**src/rtl/boreal_wdt_pkg.sv**
```systemverilog
// Shared definitions for the boreal watchdog pet master.
// Holds the watchdog register map, the pet magic word, the AXI response codes,
// the master FSM state type and a helper that forms absolute register addresses.
package boreal_wdt_pkg;

    localparam logic [7:0]  WDT_STATUS_OFS = 8'h00;
    localparam logic [7:0]  WDT_PET_OFS    = 8'h04;
    localparam logic [7:0]  WDT_FORCE_OFS  = 8'h08;

    localparam logic [31:0] WDT_PET_MAGIC  = 32'h1CEB_00DA;
    localparam logic [31:0] WDT_FORCE_VAL  = 32'h0000_0001;

    localparam logic [1:0]  AXI_RESP_OKAY   = 2'b00;
    localparam logic [1:0]  AXI_RESP_SLVERR = 2'b10;
    localparam logic [1:0]  AXI_RESP_DECERR = 2'b11;

    typedef enum logic [2:0] {
        ST_IDLE,
        ST_WR_ADDR,
        ST_WR_RESP,
        ST_RD_ADDR,
        ST_RD_DATA
    } pet_master_state_t;

    // Which pending request owns the write currently in flight.
    typedef enum logic {
        WR_KIND_FORCE,
        WR_KIND_PET
    } wr_kind_t;

    // Absolute address of a watchdog register; wraps at 32 bits.
    function automatic logic [31:0] wdt_reg_addr(input logic [31:0] base,
                                                 input logic [7:0]  ofs);
        return base + {24'd0, ofs};
    endfunction

endpackage

```
**src/rtl/boreal_pet_interval_timer.sv**
```systemverilog
// Reloadable down-counter that emits a one-cycle pet_due_o pulse every
// PET_INTERVAL cycles while pet_en_i is high. Dropping pet_en_i reloads the
// count, so the first pulse after enabling arrives PET_INTERVAL cycles later.
// Ports:
//   clk_i      clock
//   rst_i      synchronous active-high reset (reloads the counter)
//   pet_en_i   enables counting
//   pet_due_o  one-cycle pulse when the interval elapses
module boreal_pet_interval_timer #(
    parameter int unsigned PET_INTERVAL = 8
) (
    input  logic clk_i,
    input  logic rst_i,
    input  logic pet_en_i,
    output logic pet_due_o
);

    localparam int unsigned     CW     = (PET_INTERVAL > 2) ? $clog2(PET_INTERVAL) : 1;
    localparam logic [CW-1:0]   RELOAD = CW'(PET_INTERVAL - 1);

    logic [CW-1:0] cnt_q, cnt_d;
    logic          due_q, due_d;

    always_comb begin
        cnt_d = cnt_q;
        due_d = 1'b0;
        if (!pet_en_i) begin
            cnt_d = RELOAD;
        end else if (cnt_q == '0) begin
            cnt_d = RELOAD;
            due_d = 1'b1;
        end else begin
            cnt_d = cnt_q - CW'(1);
        end
    end

    always_ff @(posedge clk_i) begin
        if (rst_i) begin
            cnt_q <= RELOAD;
            due_q <= 1'b0;
        end else begin
            cnt_q <= cnt_d;
            due_q <= due_d;
        end
    end

    assign pet_due_o = due_q;

endmodule

```
**src/rtl/boreal_wdt_pet_master.sv**
```systemverilog
// AXI4-Lite initiator servicing the boreal watchdog: periodic PET writes,
// on-demand FORCE_SAFE writes and STATUS reads, with fixed-priority
// arbitration (force > pet > status), error and missed-pet reporting.
// Ports:
//   clk, rst                        clock, synchronous active-high reset
//   pet_en                          enables periodic pet generation
//   force_safe_req, status_rd_req   one-cycle request pulses
//   status_data, status_valid       last STATUS rdata and its update pulse
//   pet_count, missed_pets          saturating counters
//   err_sticky                      any non-OKAY response since reset
//   busy                            FSM not idle
//   m_axi_*                         AXI4-Lite master port (AW, W, B, AR, R)
// Build option: define BOREAL_PET_RETRY_EN to retry a failed write up to
// MAX_RETRY times with the same address and data.
module boreal_wdt_pet_master
    import boreal_wdt_pkg::*;
#(
    parameter logic [31:0] BASE_ADDR    = 32'h0000_0000,
    parameter int unsigned PET_INTERVAL = 8,
    parameter int unsigned MAX_RETRY    = 2
) (
    input  logic        clk,
    input  logic        rst,
    input  logic        pet_en,
    input  logic        force_safe_req,
    input  logic        status_rd_req,
    output logic [31:0] status_data,
    output logic        status_valid,
    output logic [15:0] pet_count,
    output logic [15:0] missed_pets,
    output logic        err_sticky,
    output logic        busy,
    output logic [31:0] m_axi_awaddr,
    output logic        m_axi_awvalid,
    input  logic        m_axi_awready,
    output logic [31:0] m_axi_wdata,
    output logic [3:0]  m_axi_wstrb,
    output logic        m_axi_wvalid,
    input  logic        m_axi_wready,
    input  logic [1:0]  m_axi_bresp,
    input  logic        m_axi_bvalid,
    output logic        m_axi_bready,
    output logic [31:0] m_axi_araddr,
    output logic        m_axi_arvalid,
    input  logic        m_axi_arready,
    input  logic [31:0] m_axi_rdata,
    input  logic [1:0]  m_axi_rresp,
    input  logic        m_axi_rvalid,
    output logic        m_axi_rready
);

`ifdef BOREAL_PET_RETRY_EN
    localparam bit RETRY_EN = 1'b1;
`else
    localparam bit RETRY_EN = 1'b0;
`endif
    localparam logic [7:0] RETRY_LIMIT = 8'(RETRY_EN ? MAX_RETRY : 0);

    pet_master_state_t state_q, state_d;
    wr_kind_t          kind_q, kind_d;
    logic [31:0] awaddr_q, awaddr_d, wdata_q, wdata_d, araddr_q, araddr_d;
    logic        awvalid_q, awvalid_d, wvalid_q, wvalid_d, arvalid_q, arvalid_d;
    logic [31:0] status_data_q, status_data_d;
    logic        status_valid_q, status_valid_d;
    logic [15:0] pet_count_q, pet_count_d, missed_q, missed_d;
    logic        err_q, err_d;
    logic        pet_pend_q, pet_pend_d, fs_pend_q, fs_pend_d, rd_pend_q, rd_pend_d;
    logic [7:0]  retry_q, retry_d;
    logic        pet_due, pet_clr, fs_clr, rd_clr;

    boreal_pet_interval_timer #(
        .PET_INTERVAL (PET_INTERVAL)
    ) u_timer (
        .clk_i     (clk),
        .rst_i     (rst),
        .pet_en_i  (pet_en),
        .pet_due_o (pet_due)
    );

    always_comb begin
        state_d        = state_q;
        kind_d         = kind_q;
        awaddr_d       = awaddr_q;
        wdata_d        = wdata_q;
        araddr_d       = araddr_q;
        awvalid_d      = awvalid_q;
        wvalid_d       = wvalid_q;
        arvalid_d      = arvalid_q;
        status_data_d  = status_data_q;
        status_valid_d = 1'b0;
        pet_count_d    = pet_count_q;
        missed_d       = missed_q;
        err_d          = err_q;
        retry_d        = retry_q;
        pet_clr        = 1'b0;
        fs_clr         = 1'b0;
        rd_clr         = 1'b0;

        unique case (state_q)
            ST_IDLE: begin
                retry_d = '0;
                if (fs_pend_q) begin
                    state_d   = ST_WR_ADDR;
                    kind_d    = WR_KIND_FORCE;
                    awaddr_d  = wdt_reg_addr(BASE_ADDR, WDT_FORCE_OFS);
                    wdata_d   = WDT_FORCE_VAL;
                    awvalid_d = 1'b1;
                    wvalid_d  = 1'b1;
                end else if (pet_pend_q) begin
                    state_d   = ST_WR_ADDR;
                    kind_d    = WR_KIND_PET;
                    awaddr_d  = wdt_reg_addr(BASE_ADDR, WDT_PET_OFS);
                    wdata_d   = WDT_PET_MAGIC;
                    awvalid_d = 1'b1;
                    wvalid_d  = 1'b1;
                end else if (rd_pend_q) begin
                    state_d   = ST_RD_ADDR;
                    araddr_d  = wdt_reg_addr(BASE_ADDR, WDT_STATUS_OFS);
                    arvalid_d = 1'b1;
                    rd_clr    = 1'b1;
                end
            end
            ST_WR_ADDR: begin
                // AW and W retire independently; leave once neither is outstanding.
                if (m_axi_awready) awvalid_d = 1'b0;
                if (m_axi_wready)  wvalid_d  = 1'b0;
                if ((!awvalid_q || m_axi_awready) && (!wvalid_q || m_axi_wready)) begin
                    state_d = ST_WR_RESP;
                end
            end
            ST_WR_RESP: begin
                if (m_axi_bvalid) begin
                    state_d = ST_IDLE;
                    if (m_axi_bresp == AXI_RESP_OKAY) begin
                        pet_clr = (kind_q == WR_KIND_PET);
                        fs_clr  = (kind_q == WR_KIND_FORCE);
                        if (kind_q == WR_KIND_PET && pet_count_q != 16'hFFFF) begin
                            pet_count_d = pet_count_q + 16'd1;
                        end
                    end else begin
                        err_d = 1'b1;
                        if (retry_q != RETRY_LIMIT) begin
                            // Replay with the address/data still held in awaddr_q/wdata_q.
                            retry_d   = retry_q + 8'd1;
                            state_d   = ST_WR_ADDR;
                            awvalid_d = 1'b1;
                            wvalid_d  = 1'b1;
                        end else begin
                            pet_clr = (kind_q == WR_KIND_PET);
                            fs_clr  = (kind_q == WR_KIND_FORCE);
                        end
                    end
                end
            end
            ST_RD_ADDR: begin
                if (m_axi_arready) begin
                    arvalid_d = 1'b0;
                    state_d   = ST_RD_DATA;
                end
            end
            ST_RD_DATA: begin
                if (m_axi_rvalid) begin
                    status_data_d  = m_axi_rdata;
                    status_valid_d = 1'b1;
                    if (m_axi_rresp != AXI_RESP_OKAY) err_d = 1'b1;
                    state_d = ST_IDLE;
                end
            end
            default: state_d = ST_IDLE;
        endcase

        // A new request wins over a clear in the same cycle so it is never lost.
        pet_pend_d = (pet_pend_q && !pet_clr) || pet_due;
        fs_pend_d  = (fs_pend_q && !fs_clr) || force_safe_req;
        rd_pend_d  = (rd_pend_q && !rd_clr) || status_rd_req;
        if (pet_due && pet_pend_q && !pet_clr && missed_q != 16'hFFFF) begin
            missed_d = missed_q + 16'd1;
        end
    end

    always_ff @(posedge clk) begin
        if (rst) begin
            state_q        <= ST_IDLE;
            kind_q         <= WR_KIND_FORCE;
            awaddr_q       <= '0;
            wdata_q        <= '0;
            araddr_q       <= '0;
            awvalid_q      <= 1'b0;
            wvalid_q       <= 1'b0;
            arvalid_q      <= 1'b0;
            status_data_q  <= '0;
            status_valid_q <= 1'b0;
            pet_count_q    <= '0;
            missed_q       <= '0;
            err_q          <= 1'b0;
            pet_pend_q     <= 1'b0;
            fs_pend_q      <= 1'b0;
            rd_pend_q      <= 1'b0;
            retry_q        <= '0;
        end else begin
            state_q        <= state_d;
            kind_q         <= kind_d;
            awaddr_q       <= awaddr_d;
            wdata_q        <= wdata_d;
            araddr_q       <= araddr_d;
            awvalid_q      <= awvalid_d;
            wvalid_q       <= wvalid_d;
            arvalid_q      <= arvalid_d;
            status_data_q  <= status_data_d;
            status_valid_q <= status_valid_d;
            pet_count_q    <= pet_count_d;
            missed_q       <= missed_d;
            err_q          <= err_d;
            pet_pend_q     <= pet_pend_d;
            fs_pend_q      <= fs_pend_d;
            rd_pend_q      <= rd_pend_d;
            retry_q        <= retry_d;
        end
    end

    assign m_axi_awaddr  = awaddr_q;
    assign m_axi_awvalid = awvalid_q;
    assign m_axi_wdata   = wdata_q;
    assign m_axi_wstrb   = 4'hF;
    assign m_axi_wvalid  = wvalid_q;
    assign m_axi_bready  = (state_q == ST_WR_RESP);
    assign m_axi_araddr  = araddr_q;
    assign m_axi_arvalid = arvalid_q;
    assign m_axi_rready  = (state_q == ST_RD_DATA);
    assign status_data   = status_data_q;
    assign status_valid  = status_valid_q;
    assign pet_count     = pet_count_q;
    assign missed_pets   = missed_q;
    assign err_sticky    = err_q;
    assign busy          = (state_q != ST_IDLE);

endmodule

```
**config.mk**
```make
export PLATFORM = sky130hd
export DESIGN_NAME = boreal_wdt_pet_master
export DESIGN_NICKNAME = d
export VERILOG_FILES = /design/src/rtl/boreal_wdt_pkg.sv /design/src/rtl/boreal_pet_interval_timer.sv /design/src/rtl/boreal_wdt_pet_master.sv
export SDC_FILE = /design/constraint.sdc
export NUM_CORES = 1
export LEC_CHECK = 0
export ABC_AREA = 1
export BUFFER_PORTS_ARGS = -buffer_cell sky130_fd_sc_hd__buf_4
export CAP_MARGIN = 25
export CORE_MARGIN = 4
export CORE_UTILIZATION = 44
export DETAILED_ROUTE_END_ITERATION = 12
export PLACE_DENSITY = 0.89
export SLEW_MARGIN = 20
export SYNTH_ARGS = -nofsm -noshare
export SYNTH_HDL_FRONTEND = slang
export SYNTH_HIERARCHICAL = 1
export SYNTH_SLANG_ARGS = --single-unit
```
**constraint.sdc**
```tcl
create_clock -name clk -period 1.45 [get_ports clk]
set_input_delay 0.0725 -clock clk [delete_from_list [all_inputs] [get_ports clk]]
set_output_delay 0.0725 -clock clk [all_outputs]
set_load 0.03 [all_outputs]
```
**Word level (Yosys, flattened, before mapping)**

Cells that the tools add are included.

- Add/subtract/negate cells: 4
- Equal/unequal tests: 20
- Mux-type cells: 52
- Bitwise gates (word level): 3
- Reduce and logical (&&, ||, !) cells: 41

Operators by type and width:

| operator | number |
|---|---|
| $mux 32 | 4 |
| $add 16x1->16 const B | 2 |
| $mux 1 | 32 |
| $ne 16x16->1 const B | 2 |
| $mux 8 | 3 |
| $mux 3 | 7 |
| $ne 2x2->1 const B | 10 |
| $pmux 8 s2 | 1 |
| $pmux 3 s5 | 1 |
| $reduce_and 5->1 | 3 |
| $reduce_and 6->1 | 2 |
| $reduce_bool 2->1 | 5 |
| $add 8x1->8 const B | 1 |
| $logic_and 1x1->1 | 8 |
| $reduce_and 4->1 | 2 |
| $reduce_bool 8->1 | 1 |
| $eq 3x2->1 const B | 2 |
| $logic_not 3->1 | 2 |
| $pmux 1 s3 | 2 |
| $reduce_bool 3->1 | 2 |
| $logic_not 1->1 | 5 |
| $logic_or 1x1->1 | 5 |
| $ne 2x1->1 const B | 2 |
| $ne 4x4->1 const B | 1 |
| other kinds (10) | 15 |

- Flip-flop bits (word level): 152
- Bits of input ports: 46
- Output and inout port bits: 172
- Word-level logic and storage cells: 138

**Depth between registers and ports, before layout**

Gate-level depths: netlist of run 1.

- Word-level depth: 8
- Depth in mapped cells: 11
- Mapped depth without buffers: 11

**By module**

The synthesis of run 1 kept the hierarchy.

By module, submodules not included:

| module | times used | cells an instance | area each (um^2) | seq. area each (um^2) |
|---|---|---|---|---|
| boreal_wdt_pet_master | 1 | 727 | 5225.0 | 1701.6 |
| boreal_pet_interval_timer | 1 | 16 | 150.1 | 80.1 |

**Worst setup path before layout of run 1**

No wires, ideal clock.

- Path type: reg2reg
- Start point: register missed_q[0] (netlist: missed_pets[0])
- End point: register missed_q[9] (netlist: missed_pets[9])
- Setup time: 0.138 ns
- Arrival time: 1.668 ns
- Data required time: 1.312 ns
- Setup slack: -0.355 ns
- Stages on the path, launching flop included: 8
- Path buffers: 1
- Period minus slack after synthesis: 1.805 ns
- Cell sequence: dfxtp_1 > ha_1 > nand2_2 > nor2_4 > nand4_4 > clkbuf_1 > nand3_1 > a21oi_2

- Cells in the longest elaborated chain, start to end: 2
- Elaborated cells on any way between the ends: 3
- Classes of those cells: add/sub (1); eq/ne (1); reduce/logical (1)

RTL lines:

| what | RTL line | text |
|---|---|---|
| start, declared | boreal_wdt_pet_master.sv:65 | `logic [15:0] pet_count_q, pet_count_d, missed_q, missed_d;` |
| start signal, assigned | boreal_wdt_pet_master.sv:212 | `missed_q <= missed_d;` |
| branches (longest 2 deep; another with $add 16x1->16) | -- |  |

Parallel ways; which one is timed is not known.
A chain may end at the register's enable or synchronous reset.

**Worst setup path after layout of run 1**

- Start point: register retry_q[1]
- End point: register state_q[0]

- Cells in the longest elaborated chain, start to end: 5

RTL lines:

| what | RTL line | text |
|---|---|---|
| start, declared | boreal_wdt_pet_master.sv:68 | `logic [7:0] retry_q, retry_d;` |
| start signal, assigned | boreal_wdt_pet_master.sv:217 | `retry_q <= retry_d;` |
| $reduce_bool 8->1 | boreal_wdt_pet_master.sv:142 | `if (retry_q != RETRY_LIMIT) begin` |
| $mux 1 | boreal_wdt_pet_master.sv:142 |  |
| $mux 1 | boreal_wdt_pet_master.sv:134 | `if (m_axi_bresp == AXI_RESP_OKAY) begin` |
| $mux 3 | boreal_wdt_pet_master.sv:132 | `if (m_axi_bvalid) begin` |
| $pmux 3 s5 | boreal_wdt_pet_master.sv:99 | `unique case (state_q)` |
| end signal, assigned | boreal_wdt_pet_master.sv:201 | `state_q <= state_d;` |
| end, declared | boreal_wdt_pet_master.sv:59 | `pet_master_state_t state_q, state_d;` |

Every way passes these cells. The select of a mux whose other input is x is not followed.

==> results of run 1 <==
==> path summary, 6_finish.rpt <==
| check | from | endpoint | slack, ns | depth (start not counted) |
|---|---|---|---|---|
| worst max-delay path | retry_q[1] | state_q[0] | -0.11 | 13 |
| worst min-delay path | m_axi_rdata[2] | status_data[2] | 0.007 | 3 |
| worst max register to register | retry_q[1] | state_q[0] | -0.11 | 13 |
| worst min register to register | u_timer/cnt_q[0] | u_timer/cnt_q[0] | 0.44 | 1 |
==> critical path, cell delays in order, from the launching register on <==
cell	delay [ns]
sky130_fd_sc_hd__dfxtp_2	0.32
sky130_fd_sc_hd__inv_2	0.06
sky130_fd_sc_hd__ha_4	0.13
sky130_fd_sc_hd__nand2_2	0.05
sky130_fd_sc_hd__nor2_2	0.08
sky130_fd_sc_hd__nand2_2	0.08
sky130_fd_sc_hd__nand2_4	0.12
sky130_fd_sc_hd__buf_4	0.14
sky130_fd_sc_hd__nand2_4	0.06
sky130_fd_sc_hd__buf_6	0.12
sky130_fd_sc_hd__nand2_2	0.05
sky130_fd_sc_hd__nand2_1	0.08
sky130_fd_sc_hd__nand2_1	0.08
sky130_fd_sc_hd__nor2_1	0.06
==> logic make-up after synthesis <==
family          Yosys count  synth area share
buf+inv                 181             0.204
xor+xnor                 16            0.0261
flops                    89             0.331
simple gates            356             0.321
fa+ha+maj                 6            0.0140
compound gates           93             0.103
other cells               2           0.00140
==> layout by cell type, fill, tap and decap left out, drive strengths merged <==
cell type	count
xnor2	7
a31oi	2
a21oi	75
xor2	9
o21ai	14
clkbuf	11
or2	3
clkinv	5
buf	209
a211oi	2
dfxtp	89
ha	6
conb	83
dlygate4sd3	18
nor3b	1
inv	59
nand2	181
nand4	20
nand3b	4
nor3	7
nand3	74
nor2	68
==> cell type report <==
type,count,area [um2]
clock inverters,6,51.3
clock buffers,10,239
well taps,147,184
fillers,912,4340
repair buffers,228,1890
inverters,58,228
flip-flops and latches,89,1850
multi-input cells,556,3180
==> layer usage <==
metal,share of wire,GRT usage,up-vias
met5,0,0,-
li1,-,-,2630
met3,0.076,0.0368,52
met4,0.030,0.0739,0
met2,0.52,0.345,281
met1,0.37,0.232,2561
==> registers in the layout, summed over array words and instances (netlist names) <==
| register | cells |
|---|---|
| err_sticky | 1 |
| fs_pend_q | 1 |
| m_axi_arvalid | 1 |
| m_axi_awaddr | 1 |
| m_axi_awvalid | 1 |
| m_axi_wdata | 1 |
| m_axi_wvalid | 1 |
| missed_pets | 16 |
| pet_count | 16 |
| pet_pend_q | 1 |
| rd_pend_q | 1 |
| retry_q | 8 |
| state_q | 3 |
| status_data | 32 |
| status_valid | 1 |
| u_timer/cnt_q | 3 |
| u_timer/pet_due_o | 1 |
==> power by group <==
part / switching [mW] / internal (mW) / leakage, nW
registers: 0.113 / 2.54 / 0.740
logic: 1.52 / 0.826 / 2.49
clock network: 1.04 / 1.23 / 0.145
==> timing repair <==
item | CTS | global route
pin swaps | 7 | 32
gates cloned | 2 | 3
endpoints found under the hold margin | 21 | 0
setup endpoints to repair | 44 | 48
resized for setup | 22 | 92
hold buffers | 18 | 0
buffers inserted | 6 | 17
==> results.md, run 1 <==
- The cell total after placement is 1,034.
- The clock tree skew after final layout is 0.00670 ns.
- The H-tree generated during clock tree synthesis spans 3 levels.
- The total negative slack is -0.733 ns.
- Yosys attributes the largest share of cell area to sky130_fd_sc_hd__dfxtp_1 33%, sky130_fd_sc_hd__buf_4 14%, sky130_fd_sc_hd__nand2_1 11%.
- The mapped netlist covers 5380 um2.
- The number of maximum-capacitance violations is 0.
- Port buffering added 134 buffers.
- The final-report hold violation count is 0.
- The main flop type after synthesis is sky130_fd_sc_hd__dfxtp_1.
- Summing all non-filler instances in the final layout gives an area of 7620 um2.
- The post-synthesis average cell area is 7.23 um2.
- Once layout is complete, the utilization of the core stands at 0.637.
- The path class of the tightest hold or removal check is in2reg.
- Measured along the x axis, the die boundary spans 119 um.
- The number of antenna violations at the first check in global routing is 0.
- The average wire length per cell after detail routing is 14.9 um.
- The most instantiated library cell after synthesis is sky130_fd_sc_hd__nand2_1.
- Based on the critical path, the design can be clocked at up to 0.641 GHz.
- The signal arrival time at the worst endpoint is 1.79 ns.
- Dividing the detail-routed via count by the number of cells gives 5.05.
- In this run the core area contains 40 standard-cell rows.
- The clock passes through at most 2 buffers.
- The total half-perimeter wirelength after legalization and detailed placement is 10,300 um.
- The checks that failed: negative setup slack.
- STA classifies the critical path startpoint as a flip-flop.
- The initial detailed-routing violation count is 300.
- The share of synthesized area in the top cell type comes to 0.331.
- Across the VDD grid, the largest voltage drop is 0.660 mV.
- Counting instances in the post-synthesis netlist gives the leading cell types as 160 x sky130_fd_sc_hd__nand2_1, 100 x sky130_fd_sc_hd__buf_4, 89 x sky130_fd_sc_hd__dfxtp_1, 70 x sky130_fd_sc_hd__nand3_1, 60 x sky130_fd_sc_hd__nor2_1.
- For the worst setup path, the data required time is 1.68 ns.
- The tree built by TritonCTS fans out to 89 sinks.
- The remaining routing DRC violations is 0.
- The overall via count from detail_route is 5,524.
- At the placement stage, the worst setup path has a slack of -0.0384 ns.
- Setup violations remaining at the end of the flow were counted as 16.
- Summed over all cells, the static leakage comes to 3.38 nW.
- The share of cells above drive strength 1 is 0.419.
- The final-report max-slew violation count is 0.
- The repair_antennas step left the layout with diodes totalling 0.
- The power density relative to cell area is 956 nW/um2.
- Setup repair after global routing could not meet its margin everywhere.
- Hold timing on the final database bottoms out at a slack of 0.00741 ns.
- The via count of the first global-routing pass is 4,813.
- The warning count from the yosys run is 6.
- The cell taking the most area after synthesis is sky130_fd_sc_hd__dfxtp_1.
- The final weighted congestion of routability-driven global placement is 0.856.
- For this configuration, the core starts out at a cell density of 0.449.
- The final clock period utilization by the worst path is 1.08.
- For this design the top-level I/O count stands at 218.
- The wire length of the first global-routing pass is 23,000 um.
- The total power of the final layout is 7.28 mW.
- The tree is rooted in a sky130_fd_sc_hd__clkbuf_16.
- The first TritonRoute pass finished after 5 iterations.
- The total congestion overflow after global routing is 0.
- The final cell count without fillers is 1,094.
- The final critical-path required period is 1.56 ns.
- Clock-pin slew was measured on the worst setup and hold paths at 0.07 ns.
- At the end of the flow, the number of nets in the layout was 994.
- The floorplan core area is 12,000 um2.
- Synthesis instantiated 40 different standard cells from the library.
- The category of the most critical setup path is reg2reg.
- The overall die area is 14,000 um2.
- The number of register bits inferred by synthesis is 89.
- Entering global routing, the biggest net connects 39 pins.
- Of all nets on the critical path, the largest fanout is 6.
- The total track usage is 0.195.
- Once placement finished, the instance area stood at 6520 um2.
- The number of clock buffers added by TritonCTS is 9.
- The count of flip-flops with a built-in enable after synthesis is 0.
- The share of the Yosys chip area taken by registers is 0.331.
- For the worst-skew pair, the clock arrives at the later sink with an insertion delay of 0.34 ns.
- The capturing element type of the critical path is a flip-flop.
- The share of synthesized flip-flops with an asynchronous set or reset is 0.
- TritonCTS built the clock tree.
- The flow ran to the end, but the final reports show violations.
- The number of antenna-violating nets in the routed design is 0.
- The die outline height is 119 um.
- The gate count after technology mapping is 743.
- The final wirelength is 16,300 um.
- From synthesis to final layout, the design area changed by 41.7%.
- In the post-route analysis, the smallest setup slack over all paths is -0.111 ns.
Power figures use the tool's default switching activity.
==> run 2: changes to the inputs <==
--- a/config.mk
+++ b/config.mk
@@ -8,10 +8,12 @@
 export ABC_AREA = 1
 export BUFFER_PORTS_ARGS = -buffer_cell sky130_fd_sc_hd__buf_4
 export CAP_MARGIN = 25
+export CORE_ASPECT_RATIO = 0.5
 export CORE_MARGIN = 4
 export CORE_UTILIZATION = 44
 export DETAILED_ROUTE_END_ITERATION = 12
 export PLACE_DENSITY = 0.89
+export SKIP_LAST_GASP = 1
 export SLEW_MARGIN = 20
 export SYNTH_ARGS = -nofsm -noshare
 export SYNTH_HDL_FRONTEND = slang
==> results.md, run 2 (synthesis results as in run 1) <==
- The flow ran to the end, but the final reports show violations.
- The final reports fail on negative setup slack.
- The maximum clock insertion buffer count is 2 (unchanged).
- The tightest min-delay check is of the in2reg type.
- The total number of nets in the final design is 978 (-1.6%).
- From synthesis to final layout, the design area changed by 38.6%.
- The endpoint of the lowest-slack register-to-register path is state_q[0].
- The worst setup path is of the reg2reg kind.
- The wire length of the first global-routing pass came to 23,200 um (+0.84%).
- The clock sink count is 89 (unchanged).
- The die width is 164 um (+39%).
- The final clock period utilization by the worst path is 1.11 (+0.0318).
- The initial detailed-routing violation count is 490 (+63%).
- The final-report max-slew violation count came to 0 (unchanged).
- The floorplan core area is 11,900 um2 (-0.71%).
- The count of pins on the block boundary is 218 (unchanged).
- The overall die area is 14,200 um2 (+0.77%).
- The final worst slack is -0.157 ns (-0.0460 ns).
- The remaining routing DRC violations was 0 (unchanged).
- The total setup violations reported at the end of the flow is 38 (+22).
- The overall via count from detail_route was 5,724 (+3.6%).
- The largest individual stage delay along the critical path comes from the cell sky130_fd_sc_hd__dfxtp_4.
- The number of antenna-violating nets in the routed design came to 0 (unchanged).
- The die outline height came to 86.2 um (-27%).
- The count of inserted antenna diode cells was 0 (unchanged).
- The endpoint of the worst hold path is status_data[6].
- The effective utilization at floorplan was 0.453 (+0.00322).
- The area after detailed placement is 6570 um2 (+0.84%).
- The instance count along the most critical hold path is 3 (unchanged).
- The total number of placement rows is 28 (-30%).
- The maximum fanout along the worst path came to 6 (unchanged).
- STA classifies the critical path endpoint as a flip-flop.
- The final weighted congestion of routability-driven global placement is 0.916 (+7.0%).
- The leakage power figure came to 3.26 nW (-3.4%).
- The hold path startpoint is m_axi_rdata[6].
- The final-report hold violation count was 0 (unchanged).
- The clock tree skew after final layout is 0.0130 ns (+0.00634 ns).
- Grouping stages by cell kind, the critical path spends the most delay in simple AND/OR/NAND/NOR gates.
- The total buffers and inverters traversed by the critical path is 2 (-1).
- The flop-to-flop setup slack is -0.16 ns (-0.05 ns).
- The required time of the critical path came to 1.72 ns (+0.04 ns).
- The depth of the most critical reg-to-reg path was 10 (-3).
- The share of cells above drive strength 1 is 0.415 (-0.00461).
- The count of input and output buffers came to 134 (unchanged).
- The worst ir drop on vdd is 0.627 mV (-5.1%).
- The total half-perimeter wirelength after legalization and detailed placement was 10,600 um (+3.6%).
- The clock root buffer master is sky130_fd_sc_hd__clkbuf_16.
- The CTS H-tree depth is 3 (unchanged).
- Walking the worst path, the cells encountered are buf_6 -> nor3_4 -> nand2_1 -> nand2_2 -> inv_2 -> nand2_2 -> nor2_4 -> nand2_1 -> nand2_1 -> nor2_1.
- The reg-to-reg critical path startpoint is state_q[0].
- The number of clock buffers inserted by TritonCTS is 9 (unchanged).
- The most numerous cell on the critical path is sky130_fd_sc_hd__nand2_1.
- The via count of the first global-routing pass is 4,967 (+3.2%).
- The multi-input gate area in the final layout is 3150 um2 (-0.83%).
- The final wirelength is 17,500 um (+7.6%).
- The length of the first detailed-routing pass in iterations is 5 (unchanged).
- The power density relative to cell area is 1010 nW/um2 (+5.6%).
- The largest net degree at the start of global routing came to 34 (-13%).
- TritonCTS built the clock tree.
- The highest cell delay on the worst timing path is 0.38 ns (+0.06 ns).
- The clock insertion delay at the later pin of the skew report is 0.34 ns (about the same).
- The number of filler cells placed in the layout is 856 (-6.1%).
- The total track usage is 0.200 (+0.00493).
- The upper clock frequency limit is 0.622 GHz (-2.9%).
- The cell total after placement is 1,058 (+2.3%).
- The flip-flop count of the largest register, all copies and words added is 32 (unchanged).
- The average via count per standard cell came to 5.22 (+3.4%).
- The worst-case hold slack is 0.0121 ns (+0.00469 ns).
- The final cell count without fillers is 1,096 (+0.18%).
- The total negative slack came to -1.33 ns (-0.599 ns).
- The area taken by flip-flops and latches came to 1850 um2 (about the same).
- Setup repair after global routing could not meet its margin everywhere.
- The signal arrival time at the worst endpoint is 1.87 ns (+0.08 ns).
- The library cell used most frequently in the layout, excluding fill and tap cells, is sky130_fd_sc_hd__buf_4.
- The cell area after layout is 7450 um2 (-2.2%).
- The final critical-path required period was 1.61 ns (+0.0460 ns).
- The worst setup path is launched from a flip-flop.
- In the layout the commonest cells are 189 x sky130_fd_sc_hd__buf_4, 140 x sky130_fd_sc_hd__nand2_1, 83 x sky130_fd_sc_hd__conb_1.
- The total congestion overflow after global routing is 0 (unchanged).
- The average wire length per cell after detail routing is 16.0 um (+7.4%).
- The clock transition at the register clock pins on the worst setup and hold paths after CTS is 0.06 ns (about the same).
- The number of antenna violations at the first check in global routing is 0 (unchanged).
- The number of maximum-capacitance violations is 0 (unchanged).
- The total power of the final layout is 7.52 mW (+3.2%).
run 2: what timing repair did:
item | in CTS | in global routing
endpoints found under the hold margin | 6 | 0
hold buffers | 3 | 0
pin swaps | 6 | 47
gates resized for setup | 21 | 86
cloned | 2 | 1
setup buffers | 3 | 13
setup endpoints to repair | 44 | 66
run 2: layer usage:
| layer | wire, um | track usage | part of all wire |
|---|---|---|---|
| met1 | 6300 | 0.216 | 0.36 |
| met2 | 8940 | 0.380 | 0.51 |
| met3 | 1500 | 0.0451 | 0.086 |
| met4 | 750 | 0.0784 | 0.043 |
| met5 | 0 | 0 | 0 |
run 2: worst min-delay path: stages:
cell	delay [ns]
sky130_fd_sc_hd__buf_4	0.11
sky130_fd_sc_hd__nand3_1	0.07
sky130_fd_sc_hd__a21oi_1	0.06
run 2: layout make-up:
class,instances,area share
multi-input combinational,555,0.423
sequential,89,0.249
timing repair buffer,213,0.231
clock buffer,11,0.0312
inverter,58,0.0306
tap,165,0.0277
clock inverter,5,0.00773
run 2: how the worst max path moves through the flow:
stage                             from             to  slack, ns  cells after the start
after floorplan           pet_count[1]  pet_count[11]      -0.05                     10
after global placement      state_q[0]     state_q[1]      -0.03                     12
after detailed placement    state_q[0]     state_q[0]      -0.11                     12
after CTS                   state_q[0]   pet_count[0]      -0.03                      8
after global routing        state_q[0]     state_q[0]      -0.19                     10
final                       state_q[0]     state_q[0]      -0.16                     10
run 2: report_power, final:
| part | switching [mW] | internal (mW) |
|---|---|---|
| registers | 0.139 | 2.54 |
| logic | 1.62 | 0.895 |
| clock network | 0.991 | 1.34 |
run 2: stage by stage:
step	setup slack, ns	utilization
6_report	-0.157	0.627
4_1_cts	-0.0336	0.590
5_1_grt	-0.189	0.627
2_1_floorplan	-0.0549	-
3_5_place_dp	-0.105	0.553
3_3_place_gp	-0.0313	0.553
